**config.mk**
```make
export PLATFORM = sky130hd
export DESIGN_NAME = sent_tx_channel
export DESIGN_NICKNAME = d
export VERILOG_FILES = /design/src/rtl/sent_tx_channel.sv
export SDC_FILE = /design/constraint.sdc
export NUM_CORES = 1
export LEC_CHECK = 0
export ABC_AREA = 1
export ABC_CLOCK_PERIOD_IN_PS = 5900
export BUFFER_PORTS_ARGS = -buffer_cell sky130_fd_sc_hd__buf_2
export CAP_MARGIN = 5
export CORE_MARGIN = 1.5
export CORE_UTILIZATION = 62
export CTS_CLUSTER_DIAMETER = 150
export DETAILED_ROUTE_END_ITERATION = 8
export HOLD_SLACK_MARGIN = 0.1
export PLACE_DENSITY_LB_ADDON = 0.08
export SYNTH_ARGS = -nofsm -noshare
export SYNTH_HDL_FRONTEND = slang
export SYNTH_SLANG_ARGS = --single-unit
export TNS_END_PERCENT = 5
```
**constraint.sdc**
```tcl
create_clock -name clk -period 5.9 [get_ports clk]
set_clock_uncertainty 0.05 [all_clocks]
set_input_delay 0.59 -clock clk [delete_from_list [all_inputs] [get_ports clk]]
set_output_delay 0.59 -clock clk [all_outputs]
set_load 0.005 [all_outputs]
```
**src/rtl/sent_tx_channel.sv**
```systemverilog
// SENT transmitter channel: accepts a per-channel configuration and streams
// SYNC/STATUS/DATA/CRC(/PAUSE) frames back to back on the sent_out line.
module sent_tx_channel #(
  parameter int CLK_FREQ_MHZ = 100,
  parameter int CHANNEL_ID   = 0
) (
  input  logic        clk,
  input  logic        rst_n,
  input  logic        sent_config_vld,
  input  logic [7:0]  sent_config_channel,
  input  logic [7:0]  sent_ctick_len,
  input  logic [7:0]  sent_ltick_len,
  input  logic [1:0]  sent_pause_mode,
  input  logic [15:0] sent_pause_len,
  input  logic        sent_crc_mode,
  input  logic [3:0]  sent_status_nibble,
  input  logic [2:0]  sent_data_len,
  input  logic [23:0] sent_data_nibble,
  output logic        sent_out,
  output logic        sent_busy,
  output logic        sent_frame_done,
  output logic        sent_cfg_err
);

  localparam int PW = (CLK_FREQ_MHZ > 1) ? $clog2(CLK_FREQ_MHZ) : 1;
  localparam logic [PW-1:0] PRESC_MAX  = PW'(CLK_FREQ_MHZ - 1);
  localparam logic [16:0] SYNC_TICKS   = 17'd56;
  localparam logic [16:0] VAR_FRAME    = 17'd270;
  localparam logic [16:0] MIN_PAUSE    = 17'd12;
  localparam logic [7:0]  MY_CHANNEL   = 8'(CHANNEL_ID);

  typedef enum logic [2:0] {S_IDLE, S_SYNC, S_STATUS, S_DATA, S_CRC, S_PAUSE} state_t;

  typedef struct packed {
    logic [7:0]  ctick;
    logic [7:0]  ltick;
    logic [1:0]  pause_mode;
    logic [15:0] pause_len;
    logic        crc_mode;
    logic [3:0]  status;
    logic [2:0]  data_len;
    logic [23:0] data;
  } cfg_t;

  cfg_t        cfg_in;
  cfg_t        pend_reg;
  cfg_t        act_reg;
  logic        pend_vld_reg;
  state_t      state_reg;
  logic [PW-1:0] presc_reg;
  logic [7:0]  tick_reg;
  logic [16:0] sym_tick_reg;
  logic [16:0] sym_len_reg;
  logic [16:0] frame_ticks_reg;
  logic [2:0]  nib_idx_reg;
  logic [3:0]  crc_reg;
  logic        sent_out_reg;
  logic        busy_reg;
  logic        frame_done_reg;
  logic        cfg_err_reg;

  logic        cfg_hit;
  logic        cfg_ok;
  logic        presc_wrap;
  logic        tick_end;
  logic        sym_last;
  logic        frame_end;
  logic [16:0] frame_total;
  logic [16:0] pause_raw;
  logic [16:0] pause_ticks;
  logic [3:0]  nib [8];

  function automatic logic [16:0] nib_len(input logic [3:0] v);
    return 17'd12 + {13'd0, v};
  endfunction

  // CRC-4 over the data nibbles (MSB first), plus one zero nibble in recommended mode
  function automatic logic [3:0] crc4(input logic [23:0] data, input logic [2:0] len,
                                      input logic rec);
    logic [3:0]  c;
    logic [23:0] d;
    logic        b;
    logic        fb;
    c = 4'b0101;
    d = data;
    for (int i = 0; i < 7; i++) begin
      if ((i < int'(len)) || (rec && (i == int'(len)))) begin
        for (int j = 0; j < 4; j++) begin
          b  = (i < int'(len)) ? d[23] : 1'b0;
          fb = c[3] ^ b;
          c  = {c[2:0], 1'b0};
          if (fb) c = c ^ 4'b1101;
          d  = d << 1;
        end
      end
    end
    return c;
  endfunction

  for (genvar gi = 0; gi < 8; gi++) begin : g_nib
    if (gi < 6) begin : g_data
      assign nib[gi] = act_reg.data[23 - 4*gi -: 4];
    end else begin : g_pad
      assign nib[gi] = 4'd0;
    end
  end

  assign cfg_in = '{ctick: sent_ctick_len, ltick: sent_ltick_len,
                    pause_mode: sent_pause_mode, pause_len: sent_pause_len,
                    crc_mode: sent_crc_mode, status: sent_status_nibble,
                    data_len: sent_data_len, data: sent_data_nibble};

  always_comb begin
    cfg_hit    = sent_config_vld && (sent_config_channel == MY_CHANNEL);
    cfg_ok     = (sent_ctick_len >= 8'd3) && (sent_ctick_len <= 8'd90) &&
                 (sent_ltick_len >= 8'd4) &&
                 (sent_data_len != 3'd0) && (sent_data_len != 3'd7);
    presc_wrap = (presc_reg == PRESC_MAX);
    tick_end   = presc_wrap && (tick_reg == act_reg.ctick - 8'd1);
    sym_last   = tick_end && (sym_tick_reg == sym_len_reg - 17'd1);
    // Only meaningful in CRC: ticks from the start of SYNC through the end of CRC
    frame_total = frame_ticks_reg + sym_len_reg;
    case (act_reg.pause_mode)
      2'd1:    pause_raw = {1'b0, act_reg.pause_len};
      2'd2:    pause_raw = VAR_FRAME + {1'b0, act_reg.pause_len} - frame_total;
      default: pause_raw = 17'd0;
    endcase
    pause_ticks = pause_raw;
    if ((act_reg.pause_mode == 2'd1 || act_reg.pause_mode == 2'd2) && (pause_raw < MIN_PAUSE))
      pause_ticks = MIN_PAUSE;
    frame_end = sym_last && ((state_reg == S_PAUSE) ||
                             ((state_reg == S_CRC) && (pause_ticks == 17'd0)));
  end

  always_ff @(posedge clk or negedge rst_n) begin
    if (!rst_n) begin
      pend_reg     <= '0;
      pend_vld_reg <= 1'b0;
      cfg_err_reg  <= 1'b0;
    end else begin
      cfg_err_reg <= cfg_hit && !cfg_ok;
      if (cfg_hit && cfg_ok) begin
        pend_reg     <= cfg_in;
        pend_vld_reg <= 1'b1;
      end
    end
  end

  always_ff @(posedge clk or negedge rst_n) begin
    if (!rst_n) begin
      state_reg       <= S_IDLE;
      act_reg         <= '0;
      presc_reg       <= '0;
      tick_reg        <= '0;
      sym_tick_reg    <= '0;
      sym_len_reg     <= '0;
      frame_ticks_reg <= '0;
      nib_idx_reg     <= '0;
      crc_reg         <= '0;
      sent_out_reg    <= 1'b1;
      busy_reg        <= 1'b0;
      frame_done_reg  <= 1'b0;
    end else begin
      frame_done_reg <= 1'b0;
      crc_reg        <= crc4(act_reg.data, act_reg.data_len, act_reg.crc_mode);
      if (state_reg == S_IDLE) begin
        if (pend_vld_reg) begin
          act_reg         <= pend_reg;
          state_reg       <= S_SYNC;
          busy_reg        <= 1'b1;
          sent_out_reg    <= 1'b0;
          sym_len_reg     <= SYNC_TICKS;
          frame_ticks_reg <= '0;
          presc_reg       <= '0;
          tick_reg        <= '0;
          sym_tick_reg    <= '0;
        end
      end else begin
        presc_reg <= presc_wrap ? '0 : presc_reg + PW'(1);
        if (presc_wrap) tick_reg <= tick_end ? 8'd0 : tick_reg + 8'd1;
        if (tick_end && !sym_last) begin
          sym_tick_reg <= sym_tick_reg + 17'd1;
          sent_out_reg <= (sym_tick_reg + 17'd1) >= {9'd0, act_reg.ltick};
        end
        if (sym_last) begin
          sym_tick_reg <= '0;
          sent_out_reg <= 1'b0;
          case (state_reg)
            S_SYNC: begin
              state_reg       <= S_STATUS;
              sym_len_reg     <= nib_len(act_reg.status);
              frame_ticks_reg <= frame_total;
            end
            S_STATUS: begin
              state_reg       <= S_DATA;
              nib_idx_reg     <= '0;
              sym_len_reg     <= nib_len(nib[0]);
              frame_ticks_reg <= frame_total;
            end
            S_DATA: begin
              frame_ticks_reg <= frame_total;
              if (nib_idx_reg == act_reg.data_len - 3'd1) begin
                state_reg   <= S_CRC;
                sym_len_reg <= nib_len(crc_reg);
              end else begin
                nib_idx_reg <= nib_idx_reg + 3'd1;
                sym_len_reg <= nib_len(nib[nib_idx_reg + 3'd1]);
              end
            end
            S_CRC: begin
              if (pause_ticks != 17'd0) begin
                state_reg   <= S_PAUSE;
                sym_len_reg <= pause_ticks;
              end
            end
            default: ;
          endcase
        end
        // Frame boundary: the only place a pending configuration becomes active.
        // frame_done is registered, so it is high in the first cycle of the next SYNC.
        if (frame_end) begin
          state_reg       <= S_SYNC;
          act_reg         <= pend_reg;
          sym_len_reg     <= SYNC_TICKS;
          frame_ticks_reg <= '0;
          frame_done_reg  <= 1'b1;
          presc_reg       <= '0;
          tick_reg        <= '0;
        end
      end
    end
  end

  assign sent_out        = sent_out_reg;
  assign sent_busy       = busy_reg;
  assign sent_frame_done = frame_done_reg;
  assign sent_cfg_err    = cfg_err_reg;

endmodule

```
After elaboration in Yosys (flattened, before gate mapping)

Cells that the tools add are included.

Bits in registers: 213
Bits of input ports: 77
Output and inout port bits: 4
Word-level logic and storage cells: 324

$add $sub $neg: 14
Magnitude comparators: 13
Equal/unequal tests: 22
Multiplexer cells: 137
Bitwise logic cells: 56
Reduce and logical (&&, ||, !) cells: 53

Operator list:

| cell                                                        | number |
|---|---|
| two-way mux 17 bit                                          | 14 |
| two-way mux 4 bit                                           | 58 |
| two-way mux 66 bit                                          | 3 |
| two-way mux 24 bit                                          | 6 |
| inverter 3 bit                                              | 27 |
| one-hot mux 17 bit (4 select lines)                         | 1 |
| two-way mux 8 bit                                           | 5 |
| two-way mux 1 bit                                           | 34 |
| one-hot mux 17 bit (2 select lines)                         | 1 |
| two-way mux 7 bit                                           | 4 |
| XOR 1 bit                                                   | 27 |
| two-way mux 3 bit                                           | 7 |
| adder 4 x 4 -> 5 bit, first input constant                  | 4 |
| logical AND 1 bit                                           | 20 |
| adder 17 x 1 -> 17 bit, second input constant               | 1 |
| adder 17 bit                                                | 1 |
| adder 9 x 16 -> 17 bit, first input constant                | 1 |
| == test 17 bit                                              | 1 |
| >= comparator 17 x 8 -> 1 bit                               | 1 |
| zero test 17 bit                                            | 1 |
| less-than comparator 17 x 4 -> 1 bit, second input constant | 1 |
| nonzero test 17 bit                                         | 1 |
| subtractor 17 x 1 -> 17 bit, second input constant          | 1 |
| subtractor 17 bit                                           | 1 |
| other kinds (44)                                            | 74 |

Longest topological paths before layout

Depth in word-level cells: 85
Mapped depth: 50
Mapped depth without buffers: 49

Least setup slack after synthesis

OpenSTA, ideal clock, no wires.

Kind: register to register
Start: reg sym_len_reg[2]
End: reg sym_len_reg[0]
Library setup time: 0.083 ns
Data arrival time: 4.360 ns
Data required time: 5.767 ns
Slack: 1.407 ns
Stages on the path, launching flop included: 39
Buffers on the path: 0
Clock period less this slack: 4.493 ns
Cells stage by stage: dfrtp_1 ha_1 a21oi_1 inv_1 a31oi_1 xnor2_1 ha_1 inv_1 ha_1 nand2_1 nand2_1 a31oi_1 nor2_1 nor2_1 o21bai_1 nand2_1 nand2_1 a21oi_1 (+3 left out) nand2_1 nand2_1 a21oi_1 or2_2 nand2_1 a21oi_1 nor2_1 nor2_1 o21bai_1 nor2_1 nand3b_1 nand4_1 nand2_1 inv_1 nand3_1 nand3_1 nand4_1 o21ai_0

Word-level cells in the longest chain between the ends: 12
Elaborated cells between the ends (all ways): 23
Classes of those cells: add/sub: 3; order compare: 1; eq/ne: 2; mux: 7; reduce/logical: 10

RTL lines:

| item                                                                              | RTL line | source |
|---|---|---|
| start: declaration                                                                | 53       | `logic [16:0] sym_len_reg;` |
| start signal: assignment                                                          | 191      | `sym_len_reg <= nib_len(act_reg.status);` |
| start signal: assignment                                                          | 197      | `sym_len_reg <= nib_len(nib[0]);` |
| start signal: assignment                                                          | 204      | `sym_len_reg <= nib_len(crc_reg);` |
| adder 17 bit                                                                      | 122      | `frame_total = frame_ticks_reg + sym_len_reg;` |
| subtractor 17 bit                                                                 | 125      | `2'd2: pause_raw = VAR_FRAME + {1'b0, act_reg.pause_len} - frame_total;` |
| one-hot mux 17 bit (2 select lines)                                               | 123      | `case (act_reg.pause_mode)` |
| less-than comparator 17 x 4 -> 1 bit                                              | 129      | `if ((act_reg.pause_mode == 2'd1 \|\| act_reg.pause_mode == 2'd2) && (pause_raw < MIN_PAUSE))` |
| logical AND 1 bit                                                                 | 129      |  |
| two-way mux 17 bit                                                                | 129      |  |
| zero test 17 bit                                                                  | 132      | `((state_reg == S_CRC) && (pause_ticks == 17'd0)));` |
| logical AND 1 bit                                                                 | 132      |  |
| logical OR 1 bit                                                                  | 131      | `frame_end = sym_last && ((state_reg == S_PAUSE) \|\|` |
| logical AND 1 bit                                                                 | 131      |  |
| != test 4 x 2 -> 1 bit (no source line), or another cell as far along             | -        |  |
| AND reduction 4 bit (no source line) / two-way mux 17 bit (equally long branches) | -        |  |

Parallel ways exist; a longest one is shown, timed or not. The select of a mux whose other input is x is not followed.
A chain may end at the register's enable or synchronous reset.

Worst setup path after layout

Start: reg sym_len_reg[0]
End: reg sym_len_reg[0]

Same word-level chain as after synthesis.

==> results.toml <==
[run_status]
status = "complete, no violations"

[timing]
fmax_mhz = 186
maxSlewHeadroom = 0.310
fin_setup_tns_ns = 0
rsz0062_at_grt = "false"
drv_slew = 0
hold_violations = 0
setup_viol = 0
worst_slew_pin_slew_ns = 1.03
period_share = 0.909
period_needed_ns = 5.36

[yosys]
synth.top_cells.by_count = "432 x nand2_1, 228 x inv_1, 212 x dfrtp_1"
synth.most_common_cell = "nand2_1"
synth_top_cell_by_area = "dfrtp_1"
yosysSeqAreaShare = 0.376
synth_area_leaders = "dfrtp_1 37%, nand2_1 11%, o21ai_0 6.3%"
yosysUniqueCellTypes = 55
synth.avg_cell_area_sq_um = 7.69
ys_ff_latch = 213
synthCells = 1842
ys.flop_type = "dfrtp_1"
mappedNetlistArea_sq_mm = 0.0142
async_flop_share = 1.00
ys_warn_count = 0
synth_top_area_frac = 0.375
synth_edf_count = 0
syn_nets = 1991

[cells_and_area]
post-route-util = 0.695
antennaDiodeCount = 0
num-nets-final = 2061
drive_gt1_frac = 0.137
synthToLayoutAreaGrowth_pct = 10.5
final_area_sq_mm = 0.0156

[pwr]
vdd_ir_drop_max_uv = 230
powerDensity_mw_per_mm2 = 193
power_leakage_nw = 7.76
p_total_mw = 3.02

[job]
max_cap_viol_count = 0

[critical_path]
endpoint_kind = "flip-flop"
crit_slowest_cell = "fa_1"
r2r_setup_slack_ns = 0.54
critical_path_required_ns = 6.21
cp_max_fo = 3
worstSetupStartpointType = "flip-flop"
path_common_cell = "nand2_1"
r2r_cells = 33
critPathKind = "reg -> reg"
max_stage_delay_ns = 0.47
crit_arrival_ns = 5.68
reg2reg_to = "sym_len_reg[0]"
rr_startpoint = "sym_len_reg[0]"

[clocking]
root_buffer = "clkbuf_16"
cts_tree = "built"
cts.repair.resized = 0
h-tree-depth = 1
cts_buffers = 24
clockBufferDepth = 3
cts.sink_count = 213
clock_latency_ns = 0.54
clk_pin_slew_ns = 0.06

[global_route]
grt_max_degree = 111
antenna_found_initial = 0
grt_overflow = 0
grtUsageMet2 = 0.459
use_met3 = 0.0347
grt_pass1_wl_um = 56700
busiest_layer = "met2"
grt_use_total = 0.291
use_met1 = 0.431
grt_pass1_vias = 11700

[drt]
wire_per_inst_um = 15.4
via_per_inst = 5.64
wirelength_um = 34100
ant_nets = 0
first_pass_iters = 6
drt_iter0_markers = 982
vias = 12500
drc = 0

[min_path]
hp-start = "sent_data_nibble[23]"
hp-class = "in -> reg"
holdPathStages = 2
min_to = "pend_reg[23]"

[floorplan]
fp.dieW_um = 154
io_pins = 81
dieArea_sq_mm = 0.0238
row_count = 55
core_sq_mm = 0.0225
start_util = 0.629
die_h_um = 154

[placed_design]
gp_congestion = 0.969
placed_area_sq_mm = 0.0149
numPortBuffers = 80
place.detailed.hpwl_um = 25400
## logic make-up (layout without fill, tap and decap cells)
group                      count (synthesis)  after routing  synth area share
AOI/OAI and AO/OA                        328            328             0.132
xor gates and xnor gates                  78             78            0.0488
adders and majority gates                 72             72            0.0647
buffers and inverters                    299            384            0.0812
DFF                                      213            213             0.376
muxes                                     62             62            0.0493
and+or+nand+nor                          790            790             0.248
## layout make-up
cell class | instances | area (sq um)
Multi-Input combinational cell | 1330 | 7710
Timing Repair Buffer | 95 | 538
Fill cell | 1866 | 6850
Clock inverter | 7 | 118
Inverter | 248 | 931
Clock buffer | 34 | 668
Tap cell | 285 | 357
Sequential cell | 213 | 5330
## how the worst max path moves through the flow
stage	startpoint	end	slack (ns)	depth (start not counted)
floorplan	sym_len_reg[2]	sym_len_reg[0]	1.41	38
global placement	sym_len_reg[0]	sym_len_reg[0]	0.87	33
detailed placement	sym_len_reg[0]	sym_len_reg[0]	0.75	33
CTS	sym_len_reg[0]	sym_len_reg[0]	0.60	33
global route	sym_len_reg[2]	sym_len_reg[0]	0.08	33
finish	sym_len_reg[0]	sym_len_reg[0]	0.54	33
## critical path, delay by kind of cell, from the launching register on
family | cells | cell delay, ns
buffers and inverters | 2 | 0.10
xor gates and xnor gates | 1 | 0.19
AOI/OAI and AO/OA | 9 | 1.36
and+or+nand+nor | 16 | 1.50
DFF | 1 | 0.41
adders and majority gates | 5 | 1.61
## routing by layer
metal | part of all wire | wire, um
met1 | 0.48 | 16200
met2 | 0.44 | 15100
met3 | 0.064 | 2180
met4 | 0.018 | 613
met5 | 0 | 0
## where the power goes
| part | leakage, nW | switching, mW | internal (mW) |
|---|---|---|---|
| registers | 2.92 | 0.00334 | 1.47 |
| clock network | 0.370 | 0.601 | 0.879 |
| logic | 4.47 | 0.0443 | 0.0273 |
## layout by cell type, fill, tap and decap left out, drive strengths merged, types with 2 or more instances in the layout
cell type    n
o311ai       6
a21oi       52
dfrtp      212
ha          70
buf         94
a2111o       2
o31ai       17
fa           2
nor2       110
o21ai      192
nor4         7
o22ai       22
xor2        58
clkbuf      34
bufinv       2
mux2        62
nor3        21
a211oi       2
or2         10
a31oi        8
a22o         2
clkinv       8
xnor2       20
nand2      459
inv        242
o21bai       7
nor3b        5
nand3b       4
clkinvlp     3
nand3      144
a311oi       5
o211ai       5
nand4       28
## timing repair
| item | 4_1_cts | 5_1_grt |
|---|---|---|
| setup buffers | 0 | 0 |
| hold endpoints to repair | 14 | 0 |
| hold buffers | 1 | 0 |
## stage by stage
| stage | setup WS [ns] | hold WS (ns) | cells |
|---|---|---|---|
| finish | 0.537 | 0.229 | 2212 |
| global route | 0.0848 | 0.221 | 2212 |
| CTS | 0.596 | 0.217 | 2212 |
| detailed placement | 0.752 | 0.399 | 2170 |
| global placement | 0.874 | 0.395 | 2170 |
| floorplan | 1.41 | 0.244 | 1842 |
Note: power is estimated with default switching activity, not from simulation.
